**config.mk**
```make
export PLATFORM = sky130hd
export DESIGN_NAME = key_schedule
export DESIGN_NICKNAME = d
export VERILOG_FILES = /design/src/rtl/des_pkg.sv /design/src/rtl/key_schedule_pc2.sv /design/src/rtl/key_schedule.sv
export SDC_FILE = /design/constraint.sdc
export NUM_CORES = 1
export LEC_CHECK = 0
export ABC_AREA = 1
export BUFFER_PORTS_ARGS = -buffer_cell sky130_fd_sc_hd__buf_2
export CAP_MARGIN = 20
export CORE_ASPECT_RATIO = 0.7
export CORE_UTILIZATION = 52
export CTS_BUF_LIST = sky130_fd_sc_hd__clkbuf_8
export CTS_CLUSTER_DIAMETER = 80
export CTS_CLUSTER_SIZE = 20
export DETAILED_ROUTE_END_ITERATION = 10
export GPL_TIMING_DRIVEN = 0
export MAX_ROUTING_LAYER = met4
export PLACE_DENSITY_LB_ADDON = 0.1
export RECOVER_POWER = 100
export SYNTH_ARGS = -nofsm -noshare
export SYNTH_HDL_FRONTEND = slang
export SYNTH_SLANG_ARGS = --single-unit
export TNS_END_PERCENT = 50
```
**constraint.sdc**
```tcl
create_clock -name clk -period 1.9 [get_ports clk]
set_input_delay 0.38 -clock clk [delete_from_list [all_inputs] [get_ports clk]]
set_output_delay 0.38 -clock clk [all_outputs]
set_load 0.05 [all_outputs]
```
**src/rtl/des_pkg.sv**
```systemverilog
// ============================================================================
// Module  : des_pkg
// Brief   : DES key-schedule constants (PC1, SHIFT), FSM encoding, helpers.
// Revision: 1.0
// ============================================================================
`default_nettype none

package des_pkg;

  typedef enum logic [0:0] {
    ST_IDLE = 1'b0,
    ST_GEN  = 1'b1
  } state_t;

  // Per-round left-shift amounts, entry i holds SHIFT[i+1].
  localparam int c_shift [0:15] = '{1, 1, 2, 2, 2, 2, 2, 2, 1, 2, 2, 2, 2, 2, 2, 1};

  // PC1 source bit (1 = key MSB) for each of the 56 output bits, output bit 1 first.
  localparam int c_pc1 [0:55] = '{
    57, 49, 41, 33, 25, 17,  9,
     1, 58, 50, 42, 34, 26, 18,
    10,  2, 59, 51, 43, 35, 27,
    19, 11,  3, 60, 52, 44, 36,
    63, 55, 47, 39, 31, 23, 15,
     7, 62, 54, 46, 38, 30, 22,
    14,  6, 61, 53, 45, 37, 29,
    21, 13,  5, 28, 20, 12,  4
  };

  function automatic logic [55:0] pc1(input logic [63:0] k);
    logic [55:0] r;
    r = '0;
    for (int i = 0; i < 56; i++) begin
      r[55-i] = k[64-c_pc1[i]];
    end
    return r;
  endfunction

  function automatic logic shift_is_two(input logic [3:0] idx);
    return (c_shift[idx] == 2);
  endfunction

  function automatic logic [27:0] rotl28(input logic [27:0] x, input logic two);
    return two ? {x[25:0], x[27:26]} : {x[26:0], x[27]};
  endfunction

  function automatic logic [27:0] rotr28(input logic [27:0] x, input logic two);
    return two ? {x[1:0], x[27:2]} : {x[0], x[27:1]};
  endfunction

endpackage

`default_nettype wire

```
**src/rtl/key_schedule_pc2.sv**
```systemverilog
// ============================================================================
// Module  : key_schedule_pc2
// Brief   : DES permuted choice 2, 56-bit C||D to 48-bit round subkey.
// Revision: 1.0
// ============================================================================
`default_nettype none

module key_schedule_pc2 (
  input  logic [1:56] i_cd,
  output logic [1:48] o_k
);

  localparam int c_pc2 [1:48] = '{
    14, 17, 11, 24,  1,  5,
     3, 28, 15,  6, 21, 10,
    23, 19, 12,  4, 26,  8,
    16,  7, 27, 20, 13,  2,
    41, 52, 31, 37, 47, 55,
    30, 40, 51, 45, 33, 48,
    44, 49, 39, 56, 34, 53,
    46, 42, 50, 36, 29, 32
  };

  generate
    for (genvar g = 1; g <= 48; g++) begin : g_pc2
      assign o_k[g] = i_cd[c_pc2[g]];
    end
  endgenerate

endmodule

`default_nettype wire

```
**src/rtl/key_schedule.sv**
```systemverilog
// ============================================================================
// Module  : key_schedule
// Brief   : Sequential DES key schedule emitting 16 subkeys with valid/ready.
// Revision: 1.0
// ============================================================================
`default_nettype none

module key_schedule
  import des_pkg::*;
#(
  parameter int PARITY_CHECK = 0
) (
  input  logic        clk,
  input  logic        rst,
  input  logic        start,
  input  logic [1:64] key,
  input  logic        decrypt,
  input  logic        ready,
  output logic [1:48] subkey,
  output logic [3:0]  round,
  output logic        valid,
  output logic        busy,
  output logic        done,
  output logic        key_err
);

  state_t      r_state;
  logic [27:0] r_c;
  logic [27:0] r_d;
  logic [3:0]  r_cnt;
  logic        r_mode;
  logic        r_done;
  logic        r_key_err;

  logic [63:0] w_key;
  logic [55:0] w_pc1;
  logic        w_bad;
  logic        w_idle_start;
  logic        w_two;

  assign w_key        = key;
  assign w_pc1        = pc1(w_key);
  assign w_idle_start = (r_state == ST_IDLE) && start;

  generate
    if (PARITY_CHECK != 0) begin : g_parity
      always_comb begin
        w_bad = 1'b0;
        for (int b = 0; b < 8; b++) begin
          if (!(^w_key[8*b +: 8])) w_bad = 1'b1;
        end
      end
    end else begin : g_no_parity
      assign w_bad = 1'b0;
    end
  endgenerate

  // Decrypt walks backwards through the table; 4-bit wrap at the end is harmless.
  assign w_two = r_mode ? shift_is_two(4'd15 - r_cnt) : shift_is_two(r_cnt + 4'd1);

  always_ff @(posedge clk or posedge rst) begin
    if (rst) begin
      r_state   <= ST_IDLE;
      r_c       <= '0;
      r_d       <= '0;
      r_cnt     <= '0;
      r_mode    <= 1'b0;
      r_done    <= 1'b0;
      r_key_err <= 1'b0;
    end else begin
      r_done    <= 1'b0;
      r_key_err <= w_idle_start && w_bad;
      case (r_state)
        ST_IDLE: begin
          if (w_idle_start && !w_bad) begin
            // Decrypt starts from C16/D16, which equals the unrotated PC1 value.
            r_c     <= decrypt ? w_pc1[55:28] : rotl28(w_pc1[55:28], 1'b0);
            r_d     <= decrypt ? w_pc1[27:0]  : rotl28(w_pc1[27:0], 1'b0);
            r_mode  <= decrypt;
            r_cnt   <= '0;
            r_state <= ST_GEN;
          end
        end
        ST_GEN: begin
          if (ready) begin
            r_cnt <= r_cnt + 4'd1;
            r_c   <= r_mode ? rotr28(r_c, w_two) : rotl28(r_c, w_two);
            r_d   <= r_mode ? rotr28(r_d, w_two) : rotl28(r_d, w_two);
            if (r_cnt == 4'd15) begin
              r_state <= ST_IDLE;
              r_done  <= 1'b1;
            end
          end
        end
        default: r_state <= ST_IDLE;
      endcase
    end
  end

  key_schedule_pc2 u_pc2 (
    .i_cd ({r_c, r_d}),
    .o_k  (subkey)
  );

  assign round   = r_mode ? (4'd15 - r_cnt) : r_cnt;
  assign valid   = (r_state == ST_GEN);
  assign busy    = (r_state == ST_GEN);
  assign done    = r_done;
  assign key_err = r_key_err;

endmodule

`default_nettype wire

```
==> PnR_summary.wiki, run 1 <==
{| class="wikitable"
! Metric !! Value
|-
| Die X || 128 microns
|-
| Crit path DAT || 2180 ps
|-
| Clock-pin slew reported for the worst setup and hold paths after clock tree synthesis || 80 ps
|-
| Result of the run || finished, violations left
|-
| Sequential cell area || 1580 sq um
|-
| Nets@finish || 1,135
|-
| Leading register cell type out of synthesis || sky130_fd_sc_hd__dfrtp_1
|-
| Sequential fraction of the synthesis area || 27.4%
|-
| Final setup violation count || 4
|-
| Share of the clock period used by the worst path after layout || 101%
|-
| Number of standard cells in the final layout excluding fillers || 1,215
|-
| MaxCap Viol Count || 0
|-
| Maximum fanout count along the critical path || 19
|-
| Number of cells in the design after placement || 1,184
|-
| Max Clock Freq || 519 MHz
|-
| Worst hold slack after final layout || 255 ps
|-
| Final weighted congestion in routability-driven placement || 0.905
|-
| Number of cell instances on the worst register-to-register path || 6
|-
| Final Critical Period || 1930 ps
|-
| Setup slack of the critical path after layout || -28.0 ps
|-
| Die height || 90.0 microns
|-
| Drt total wl || 18,800 microns
|-
| Crit path kind || flip-flop to flip-flop
|-
| Count of warnings emitted by yosys || 0
|-
| Maximum level of the CTS H-tree || 3
|-
| Unrepaired setup endpoints after global routing || true
|-
| Netlist Area Pre-Place || 5760 sq um
|-
| Number of CTS-inserted buffers || 9
|-
| Mean instance size in the synthesized netlist || 6.25 sq um
|-
| Vias in the first global route || 5,765
|-
| Cell depth of the worst min-delay path || 3
|-
| Startpoint class of the critical path || flip-flop
|-
| Latest clock arrival within the worst-skew pair || 370 ps
|-
| Number of sinks handled by clock tree synthesis || 63
|-
| Net count after synthesis || 994
|-
| Top post-synthesis cells by area || sky130_fd_sc_hd__dfrtp_1, sky130_fd_sc_hd__nand3_1, sky130_fd_sc_hd__o21ai_0, sky130_fd_sc_hd__a21oi_1, sky130_fd_sc_hd__nand2_1
|-
| Effective utilization at floorplan || 54.6%
|-
| Fraction of final layout cells with drive strength greater than 1 || 33.6%
|-
| Clock skew after layout || 6.28 ps
|-
| Remaining Overflow, GRT || 0
|-
| Initial DRT Pass Iterations || 6
|-
| I/O pin total || 125
|-
| Die area || 11,500 sq um
|-
| Total global-route track usage || 33.1%
|-
| Cts-stage hold buffer count || 0
|-
| Share of synthesized registers carrying an async set or reset || 100%
|-
| P&R area growth vs syn || 29.9%
|-
| Floorplan core area || 10,600 sq um
|-
| Post-synth cell types || 24
|-
| Worst slew slack as a fraction of its limit || 7.79%
|-
| Root buffer selected by CTS || sky130_fd_sc_hd__clkbuf_8
|-
| Most common cell in the synthesized netlist || sky130_fd_sc_hd__nand3_1
|-
| Most frequent cells after synthesis || sky130_fd_sc_hd__nand3_1, sky130_fd_sc_hd__nand2_1, sky130_fd_sc_hd__nor2_1
|-
| Worst Path Required || 2160 ps
|-
| Final HPWL from detailed placement || 12,900 microns
|-
| R2R Setup Slk || -30 ps
|-
| Number of enable flip-flop cells after synthesis || 0
|-
| DRC errors left || 0
|-
| Post-route ant nets || 0
|-
| Actual slew at the worst max-slew pin || 1380 ps
|-
| Final Cell Area || 7480 sq um
|-
| First-pass GRT wire length || 29,600 microns
|-
| Synth area leader || sky130_fd_sc_hd__dfrtp_1
|-
| Worst hold path type || primary input to flip-flop
|-
| Antenna fix cells || 0
|-
| TritonCTS clock tree || done
|-
| Hold violation count in the final report || 0
|-
| Maximum buffer depth of the clock tree || 2
|-
| Number of synthesized register bits || 63
|-
| Number of antenna violations at the first check in global routing || 0
|-
| Violated checks || setup timing
|-
| Number of pins with negative max-slew slack in the final report || 0
|-
| Maximum number of pins on one net before global-route repair || 36
|-
| Pre-CTS setup slack || -231 ps
|-
| Area fraction of the dominant cell type after synthesis || 27.4%
|-
| Quantity of I/O buffers inserted on ports || 114
|-
| Placement-stage cell area || 6540 sq um
|-
| Cells after Synth || 921
|-
| Fill cell total of the finished layout || 941
|-
| Wire length per cell after detailed routing || 15.5 microns
|-
| Multi-input logic area || 3580 sq um
|-
| DRC marker count from the first detailed-route iteration || 916
|-
| Post-DR vias/cell || 5.66
|-
| Worst Setup End Kind || flip-flop
|-
| Count of vias placed by the detailed router || 6,874
|-
| Count of standard-cell rows || 31
|}
-- worst max-delay path, stage by stage (launching register included) --
cell and delay, ps:
sky130_fd_sc_hd__dfrtp_1 350, sky130_fd_sc_hd__buf_6 200, sky130_fd_sc_hd__clkbuf_1 450, sky130_fd_sc_hd__clkbuf_1 470, sky130_fd_sc_hd__nand3_1 150, sky130_fd_sc_hd__nand3_1 120
sky130_fd_sc_hd__a21oi_1 80
-- metrics by stage --
| step | util (%) | setup TNS [ps] |
|---|---|---|
| 2_1_floorplan | - | -212 |
| 3_3_place_gp | 61.8 | -9920 |
| 3_5_place_dp | 61.9 | -11670 |
| 4_1_cts | 65.7 | -2.30 |
| 5_1_grt | 70.9 | -2780 |
| 6_report | 70.9 | -37.4 |
-- state kept, by name, indices dropped and copies added, names as in the netlist --
signal	count
r_cnt	4
busy	1
r_d	28
done	1
r_mode	1
r_c	28
-- kinds of logic after synthesis --
| family | after synthesis | synth area share [%] |
|---|---|---|
| other cells | 1 | 0.0652 |
| fa+ha+maj | 4 | 0.870 |
| simple gates | 426 | 32.9 |
| xor+xnor | 4 | 0.609 |
| buf+inv | 193 | 18.2 |
| flops | 63 | 27.4 |
| compound gates | 230 | 20.0 |
-- area by class of cell --
| type | instances | share of cell area [%] |
|---|---|---|
| inverter | 69 | 3.55 |
| timing repair buffer | 133 | 10.2 |
| tap | 148 | 2.48 |
| buffer | 121 | 12.1 |
| clock buffer | 9 | 1.66 |
| multi-input combinational | 665 | 47.9 |
| sequential | 63 | 21.1 |
| clock inverter | 7 | 0.987 |
-- placed cells by master (no fill, tap or decap), drive strengths merged --
cell	netlist	final
nand2	131	131
nand3	175	175
inv	69	68
ha	4	4
o21ai	116	116
o22ai	2	2
bufinv	0	1
conb	1	1
clkinv	0	2
nor3	1	1
dfrtp	63	63
xor2	4	4
buf	90	219
clkinvlp	0	5
nand4	1	1
a21oi	112	112
nor2	118	118
clkbuf	34	44
-- path summary, 6_finish.rpt --
check,startpoint,to
setup / recovery,r_mode$_DFFE_PP0P_,r_c[17]$_DFFE_PP0P_
hold / removal,start,busy$_DFF_PP0_
setup reg to reg,r_mode$_DFFE_PP0P_,r_c[17]$_DFFE_PP0P_
hold reg to reg,r_c[3]$_DFFE_PP0P_,r_c[3]$_DFFE_PP0P_
max in group asynchronous,rst,r_cnt[0]$_DFFE_PP0P_
min in group asynchronous,rst,r_c[9]$_DFFE_PP0P_
-- timing repair --
item	4_1_cts	5_1_grt
endpoints found under the setup margin	63	60
resized for setup	32	148
pin swaps	9	24
cloned	1	1
setup buffers	13	3
hold endpoints to repair	0	0
-- routing by layer --
| metal | routed length (microns) | GRT usage (%) | vias to the layer above |
|---|---|---|---|
| met5 | 0 | - | - |
| met4 | 276 | 7.35 | 0 |
| met1 | 8620 | 51.3 | 3116 |
| li1 | - | - | 3299 |
| met2 | 7860 | 44.0 | 430 |
| met3 | 2050 | 5.77 | 29 |
Power of run 1 is not shown: default switching activity piles up to over one toggle a cycle in this logic, so the estimate is an artifact.
==> run 2, diff against run 1 <==
==> constraint.sdc (replaced) <==
create_clock -name clk -period 1.65 [get_ports clk]
set_input_delay 0.33 -clock clk [delete_from_list [all_inputs] [get_ports clk]]
set_output_delay 0.33 -clock clk [all_outputs]
set_load 0.05 [all_outputs]
==> run 2 against run 1 <==
Against the previous run:
- the run still ends with setup timing left
- via count increased by 5.8%
- utilization increased by 4.8 points
- flip-flop and latch count unchanged
- wire length rose by 11%
- die area unchanged
- sequential share of layout area shrank 1.3 points
- register-to-register slack worse by 380 ps
- critical path depth grew 6
- global-route usage grew 1.2 points
- cell area increased by 6.7%
- worst setup slack worse by 380 ps
- critical endpoint is now r_d[7]$_DFFE_PP0P_
==> PnR_summary.wiki, run 2 (synthesized netlist as in run 1, its figures left out) <==
{| class="wikitable"
! Metric !! Value
|-
| Unrepaired setup endpoints after global routing || true
|-
| TritonCTS clock tree || done
|-
| Post-route ant nets || 0
|-
| Biggest registers after layout || r_c x28, r_d x28, r_cnt x4
|-
| Final HPWL from detailed placement || 12,700 microns
|-
| Post-DR vias/cell || 5.97
|-
| Share of the clock period used by the worst path after layout || 125%
|-
| Max Clock Freq || 486 MHz
|-
| Quantity of I/O buffers inserted on ports || 114
|-
| Nets@finish || 1,139
|-
| Uppermost routed layer || met4
|-
| Maximum number of pins on one net before global-route repair || 33
|-
| Drt total wl || 20,900 microns
|-
| Worst Path Required || 1950 ps
|-
| Die height || 90.0 microns
|-
| Final weighted congestion in routability-driven placement || 0.946
|-
| Antenna fix cells || 0
|-
| Fin util || 75.6%
|-
| Slowest library cell on the worst path || sky130_fd_sc_hd__dfrtp_2
|-
| Maximum buffer depth of the clock tree || 2
|-
| Count of vias placed by the detailed router || 7,276
|-
| Largest delay contributor family on the critical path || buffers and inverters
|-
| Setup slack of the critical path after layout || -406 ps
|-
| Most frequent cells in the layout || sky130_fd_sc_hd__nor2_1, sky130_fd_sc_hd__o21ai_0, sky130_fd_sc_hd__buf_2
|-
| Wire length on met2 || 8820 microns
|-
| DRC errors left || 0
|-
| Clock-pin slew reported for the worst setup and hold paths after clock tree synthesis || 80 ps
|-
| Latest clock arrival within the worst-skew pair || 370 ps
|-
| Die area || 11,500 sq um
|-
| Hold violation count in the final report || 0
|-
| R2R Setup Slk || -410 ps
|-
| Met3 routed wirelength || 2500 microns
|-
| MaxCap Viol Count || 0
|-
| Root buffer selected by CTS || sky130_fd_sc_hd__clkbuf_8
|-
| Crit path kind || flip-flop to flip-flop
|-
| Maximum level of the CTS H-tree || 3
|-
| P&R area growth vs syn || 38.7%
|-
| Startpoint class of the critical path || flip-flop
|-
| Maximum fanout count along the critical path || 5
|-
| Sum of routed wire segments on met1 || 8970 microns
|-
| Fraction of final layout cells with drive strength greater than 1 || 39.0%
|-
| Worst hold path type || primary input to async pin
|-
| I/O pin total || 125
|-
| Number of sinks handled by clock tree synthesis || 63
|-
| Series of cell instances along the critical path || inv_4, ha_4, inv_2, o21ai_2, nor2_4, nor2_4, buf_6, bufbuf_16, nand3_2, nand3_1, nand3_2, a21oi_2
|-
| Count of standard-cell rows || 31
|-
| Floorplan core area || 10,600 sq um
|-
| Result of the run || finished, violations left
|-
| Violated checks || setup timing
|-
| Number of antenna violations at the first check in global routing || 0
|-
| Total global-route track usage || 34.3%
|-
| Number of pins with negative max-slew slack in the final report || 0
|-
| Vias in the first global route || 6,011
|-
| Worst slew slack as a fraction of its limit || 41.7%
|-
| Crit path DAT || 2360 ps
|-
| Initial DRT Pass Iterations || 5
|-
| Fill cell total of the finished layout || 803
|-
| Actual slew at the worst max-slew pin || 874 ps
|-
| Clock skew after layout || 11.9 ps
|-
| First-pass GRT wire length || 30,500 microns
|-
| Worst Setup End Kind || flip-flop
|-
| DRC marker count from the first detailed-route iteration || 1,289
|-
| Effective utilization at floorplan || 54.6%
|-
| Cts-stage hold buffer count || 0
|-
| Number of CTS-inserted buffers || 9
|-
| Wire length per cell after detailed routing || 17.1 microns
|-
| Most frequent standard cell in the layout excluding fill and tap cells || sky130_fd_sc_hd__nor2_1
|-
| Final Critical Period || 2060 ps
|-
| Final setup violation count || 61
|-
| Combined buffer and inverter count along the critical path || 4
|-
| Remaining Overflow, GRT || 0
|-
| Die X || 128 microns
|-
| Worst stage delay on the critical path || 450 ps
|}
## run 2: cell types whose count changed in the layout (fill, tap and decap cells not counted), moves of 6 or more
cell and delta:
sky130_fd_sc_hd__nand3_4 +10, sky130_fd_sc_hd__nand3_1 -33, sky130_fd_sc_hd__nand2_1 -14, sky130_fd_sc_hd__a21oi_2 +7
sky130_fd_sc_hd__a21oi_1 -7, sky130_fd_sc_hd__nand2_2 +14, sky130_fd_sc_hd__nand3_2 +23, sky130_fd_sc_hd__buf_2 -6
## run 2: worst reg2reg max path: cells and delay by family (launching register included)
kind	cells	cell delay [ps]
compound gates	2	360
fa+ha+maj	1	120
buf+inv	4	550
flops	1	450
simple gates	5	520
## run 2: worst paths after layout
kind                                 startpoint              endpoint  cells past startpoint
max                        r_cnt[0]$_DFFE_PP0P_    r_d[7]$_DFFE_PP0P_                     12
min                                         rst   r_d[25]$_DFFE_PP0P_                      2
max reg2reg                r_cnt[0]$_DFFE_PP0P_    r_d[7]$_DFFE_PP0P_                     12
min reg2reg                r_cnt[0]$_DFFE_PP0P_  r_cnt[0]$_DFFE_PP0P_                      1
max in group asynchronous                   rst  r_cnt[1]$_DFFE_PP0P_                      3
min in group clk                          start        busy$_DFF_PP0_                      3
## run 2: routing by layer
layer  global-route usage, %  up-vias
met5                       -        -
met3                    8.15       85
met1                    50.8     3287
met4                    10.7        0
met2                    45.4      602
li1                        -     3302
## run 2: final cells by class
| type | count | area [sq um] | share of cell area [%] |
|---|---|---|---|
| inverter | 69 | 268 | 3.36 |
| clock inverter | 5 | 73.8 | 0.925 |
| clock buffer | 10 | 138 | 1.72 |
| sequential | 63 | 1580 | 19.8 |
| multi-input combinational | 665 | 3930 | 49.2 |
| timing repair buffer | 137 | 930 | 11.6 |
| tap | 148 | 185 | 2.32 |
| buffer | 121 | 877 | 11.0 |
## run 2: timing repair
item                                    4_1_cts  5_1_grt
pin swaps                                    25       64
setup buffers                                14        1
endpoints found under the setup margin       63       63
resized for setup                           106      143
cloned                                        4        4
## run 2: per-stage QoR
step / worst slack [ps] / hold WS (ps) / std cells / TNS (ps) / instance area (sq um)
5_1_grt: -482 / 129 / 1218 / -23580 / 7980
3_5_place_dp: -552 / 494 / 1184 / -29100 / 6580
3_3_place_gp: -480 / 563 / 1183 / -26370 / 6560
6_report: -406 / 63.4 / 1218 / -17870 / 7980
4_1_cts: -290 / 111 / 1217 / -14890 / 7400
2_1_floorplan: -183 / 455 / 921 / -9570 / 5800
Power of run 2 is left out for the same reason.
==> run 3, diff against run 2 <==
--- a/config.mk
+++ b/config.mk
@@ -14,8 +14,6 @@
 export CTS_CLUSTER_DIAMETER = 80
 export CTS_CLUSTER_SIZE = 20
 export DETAILED_ROUTE_END_ITERATION = 10
-export GPL_TIMING_DRIVEN = 0
-export MAX_ROUTING_LAYER = met4
 export PLACE_DENSITY_LB_ADDON = 0.1
 export RECOVER_POWER = 100
 export SYNTH_ARGS = -nofsm -noshare
==> run 3 against run 2 <==
Against the previous run:
- the run still ends with setup timing left
- first-iteration DRC count fell by 21%
- clock-buffer cell count increased by 1
- die area unchanged
- utilization fell by 7.2 points
- clock skew hardly changed
- register-to-register slack better by 30 ps
==> PnR_summary.wiki, run 3 (synthesized netlist as in run 1, its figures left out) <==
{| class="wikitable"
! Metric !! Value
|-
| Nets@finish || 1,054
|-
| Final HPWL from detailed placement || 11,000 microns
|-
| DRC marker count from the first detailed-route iteration || 1,015
|-
| Quantity of I/O buffers inserted on ports || 115
|-
| Most frequent standard cell in the layout excluding fill and tap cells || sky130_fd_sc_hd__nand3_1
|-
| Fin util || 68.4%
|-
| Remaining Overflow, GRT || 0
|-
| Reg2reg start || r_cnt[1]$_DFFE_PP0P_
|-
| Cell depth of the worst min-delay path || 3
|-
| Maximum fanout count along the critical path || 9
|-
| Maximum level of the CTS H-tree || 3
|-
| Maximum buffer depth of the clock tree || 2
|-
| Final Critical Period || 2030 ps
|-
| I/O pin total || 125
|-
| Total global-route track usage || 31.5%
|-
| Slowest library cell on the worst path || sky130_fd_sc_hd__dfrtp_1
|-
| Die area || 11,500 sq um
|-
| Hold wc startpoint || start
|-
| Root buffer selected by CTS || sky130_fd_sc_hd__clkbuf_8
|-
| Pre-CTS setup slack || -328 ps
|-
| Hold violation count in the final report || 0
|-
| Crit path kind || flip-flop to flip-flop
|-
| Latest clock arrival within the worst-skew pair || 360 ps
|-
| Worst slew slack as a fraction of its limit || 41.3%
|-
| Worst hold slack after final layout || 217 ps
|-
| Worst reg2reg path endpoint || r_c[16]$_DFFE_PP0P_
|-
| Share of the clock period used by the worst path after layout || 123%
|-
| Startpoint class of the critical path || flip-flop
|-
| Crit path DAT || 2280 ps
|-
| MaxCap Viol Count || 0
|-
| Max Clock Freq || 493 MHz
|-
| Worst Path Required || 1900 ps
|-
| Vias in the first global route || 5,750
|-
| Number of sinks handled by clock tree synthesis || 63
|-
| Clock-pin slew reported for the worst setup and hold paths after clock tree synthesis || 80 ps
|-
| Series of cell instances along the critical path || inv_2, ha_4, inv_2, o21ai_2, nor2_4, nor2_4, nand2_4, buf_12, buf_12, nand2_1, nand3_2, nand3_2, a21oi_2
|-
| Global-route track usage on met3 || 6.79%
|-
| Number of cell instances on the worst register-to-register path || 13
|-
| Met1 usage in global routing || 47.0%
|-
| R2R Setup Slk || -380 ps
|-
| Worst stage delay on the critical path || 430 ps
|-
| Met2 demand-to-capacity share in global routing || 45.6%
|-
| Antenna fix cells || 0
|-
| Final weighted congestion in routability-driven placement || 0.819
|-
| Count of standard-cell rows || 31
|-
| Fraction of final layout cells with drive strength greater than 1 || 30.0%
|-
| Wire length per cell after detailed routing || 16.9 microns
|-
| Clock skew after layout || 12.3 ps
|-
| Number of CTS-inserted buffers || 9
|-
| Worst hold path type || primary input to flip-flop
|-
| Post-route ant nets || 0
|-
| Actual slew at the worst max-slew pin || 876 ps
|-
| Worst Setup End Kind || flip-flop
|-
| Die height || 90.0 microns
|-
| Number of pins with negative max-slew slack in the final report || 0
|-
| Initial DRT Pass Iterations || 5
|-
| Setup slack of the critical path after layout || -380 ps
|-
| Summed negative setup slack over all endpoints || -18,650 ps
|-
| Hold EP || busy$_DFF_PP0_
|-
| Post-DR vias/cell || 5.89
|-
| DRC errors left || 0
|-
| Most frequent cells in the layout || sky130_fd_sc_hd__nand3_1, sky130_fd_sc_hd__nor2_1, sky130_fd_sc_hd__o21ai_0
|-
| TritonCTS clock tree || done
|-
| Biggest registers after layout || r_c x28, r_d x28, r_cnt x4
|-
| First-pass GRT wire length || 29,100 microns
|-
| Violated checks || setup timing
|-
| Final setup violation count || 60
|-
| Drt total wl || 19,100 microns
|-
| Most Crowded Layer GR || met1
|-
| Effective utilization at floorplan || 54.6%
|-
| P&R area growth vs syn || 25.5%
|-
| Maximum number of pins on one net before global-route repair || 113
|-
| Count of vias placed by the detailed router || 6,676
|-
| Die X || 128 microns
|-
| Unrepaired setup endpoints after global routing || true
|-
| Floorplan core area || 10,600 sq um
|-
| Result of the run || finished, violations left
|-
| Number of antenna violations at the first check in global routing || 0
|}
-- run 3: cell types whose count changed in the layout (fill, tap and decap cells not counted), moves of 9 or more --
| cell | previous run | this run |
|---|---|---|
| sky130_fd_sc_hd__nand3_1 | 86 | 135 |
| sky130_fd_sc_hd__buf_4 | 64 | 19 |
| sky130_fd_sc_hd__nand3_2 | 78 | 38 |
| sky130_fd_sc_hd__clkbuf_1 | 22 | 1 |
| sky130_fd_sc_hd__buf_12 | 3 | 16 |
| sky130_fd_sc_hd__clkbuf_2 | 12 | 0 |
| sky130_fd_sc_hd__nand2_1 | 100 | 111 |
| sky130_fd_sc_hd__buf_1 | 9 | 0 |
| sky130_fd_sc_hd__nand3_4 | 11 | 2 |
-- run 3: worst max path at each step --
stage                              start                   to  slack (ps)
floorplan           r_cnt[0]$_DFFE_PP0P_  r_d[18]$_DFFE_PP0P_        -180
global placement    r_cnt[0]$_DFFE_PP0P_   r_c[8]$_DFFE_PP0P_        -240
detailed placement  r_cnt[0]$_DFFE_PP0P_   r_c[6]$_DFFE_PP0P_        -330
CTS                 r_cnt[0]$_DFFE_PP0P_  r_c[16]$_DFFE_PP0P_        -300
global route        r_cnt[1]$_DFFE_PP0P_   r_d[5]$_DFFE_PP0P_        -460
finish              r_cnt[1]$_DFFE_PP0P_  r_c[16]$_DFFE_PP0P_        -380
-- run 3: timing repair --
item	CTS	global route
gates resized for setup	61	65
setup endpoints to repair	60	60
gates cloned	5	4
pin swaps	21	20
hold buffers	1	0
hold endpoints to repair	15	0
setup buffers	11	1
-- run 3: layout make-up --
cell class | count | area, sq um
Fill cell | 934 | 3330
Timing Repair Buffer | 173 | 1470
Inverter | 69 | 265
Multi-Input combinational cell | 665 | 3540
Sequential cell | 63 | 1580
Clock inverter | 5 | 25.0
Clock buffer | 11 | 151
Tap cell | 148 | 185
-- run 3: per-layer routing --
layer,share of wire (%),up-vias
li1,-,3125
met2,44,415
met5,0,-
met1,44,3091
met4,2.1,0
met3,10,45
-- run 3: worst max-delay path: cells and delay by family (launching register included) --
| family | cells | cell delay [ps] |
|---|---|---|
| AO/OA/AOI/OAI | 2 | 220 |
| buffers and inverters | 4 | 450 |
| adder cells (fa/ha/maj) | 1 | 140 |
| flip-flops | 1 | 430 |
| AND/OR/NAND/NOR | 6 | 630 |
-- run 3: per-stage QoR --
stage                     area, sq um  cells
after floorplan                  5800    921
after global placement           6230   1096
after detailed placement         6230   1096
after CTS                        6890   1129
after global routing             7220   1134
final                            7220   1134
Power of run 3 is left out for the same reason.
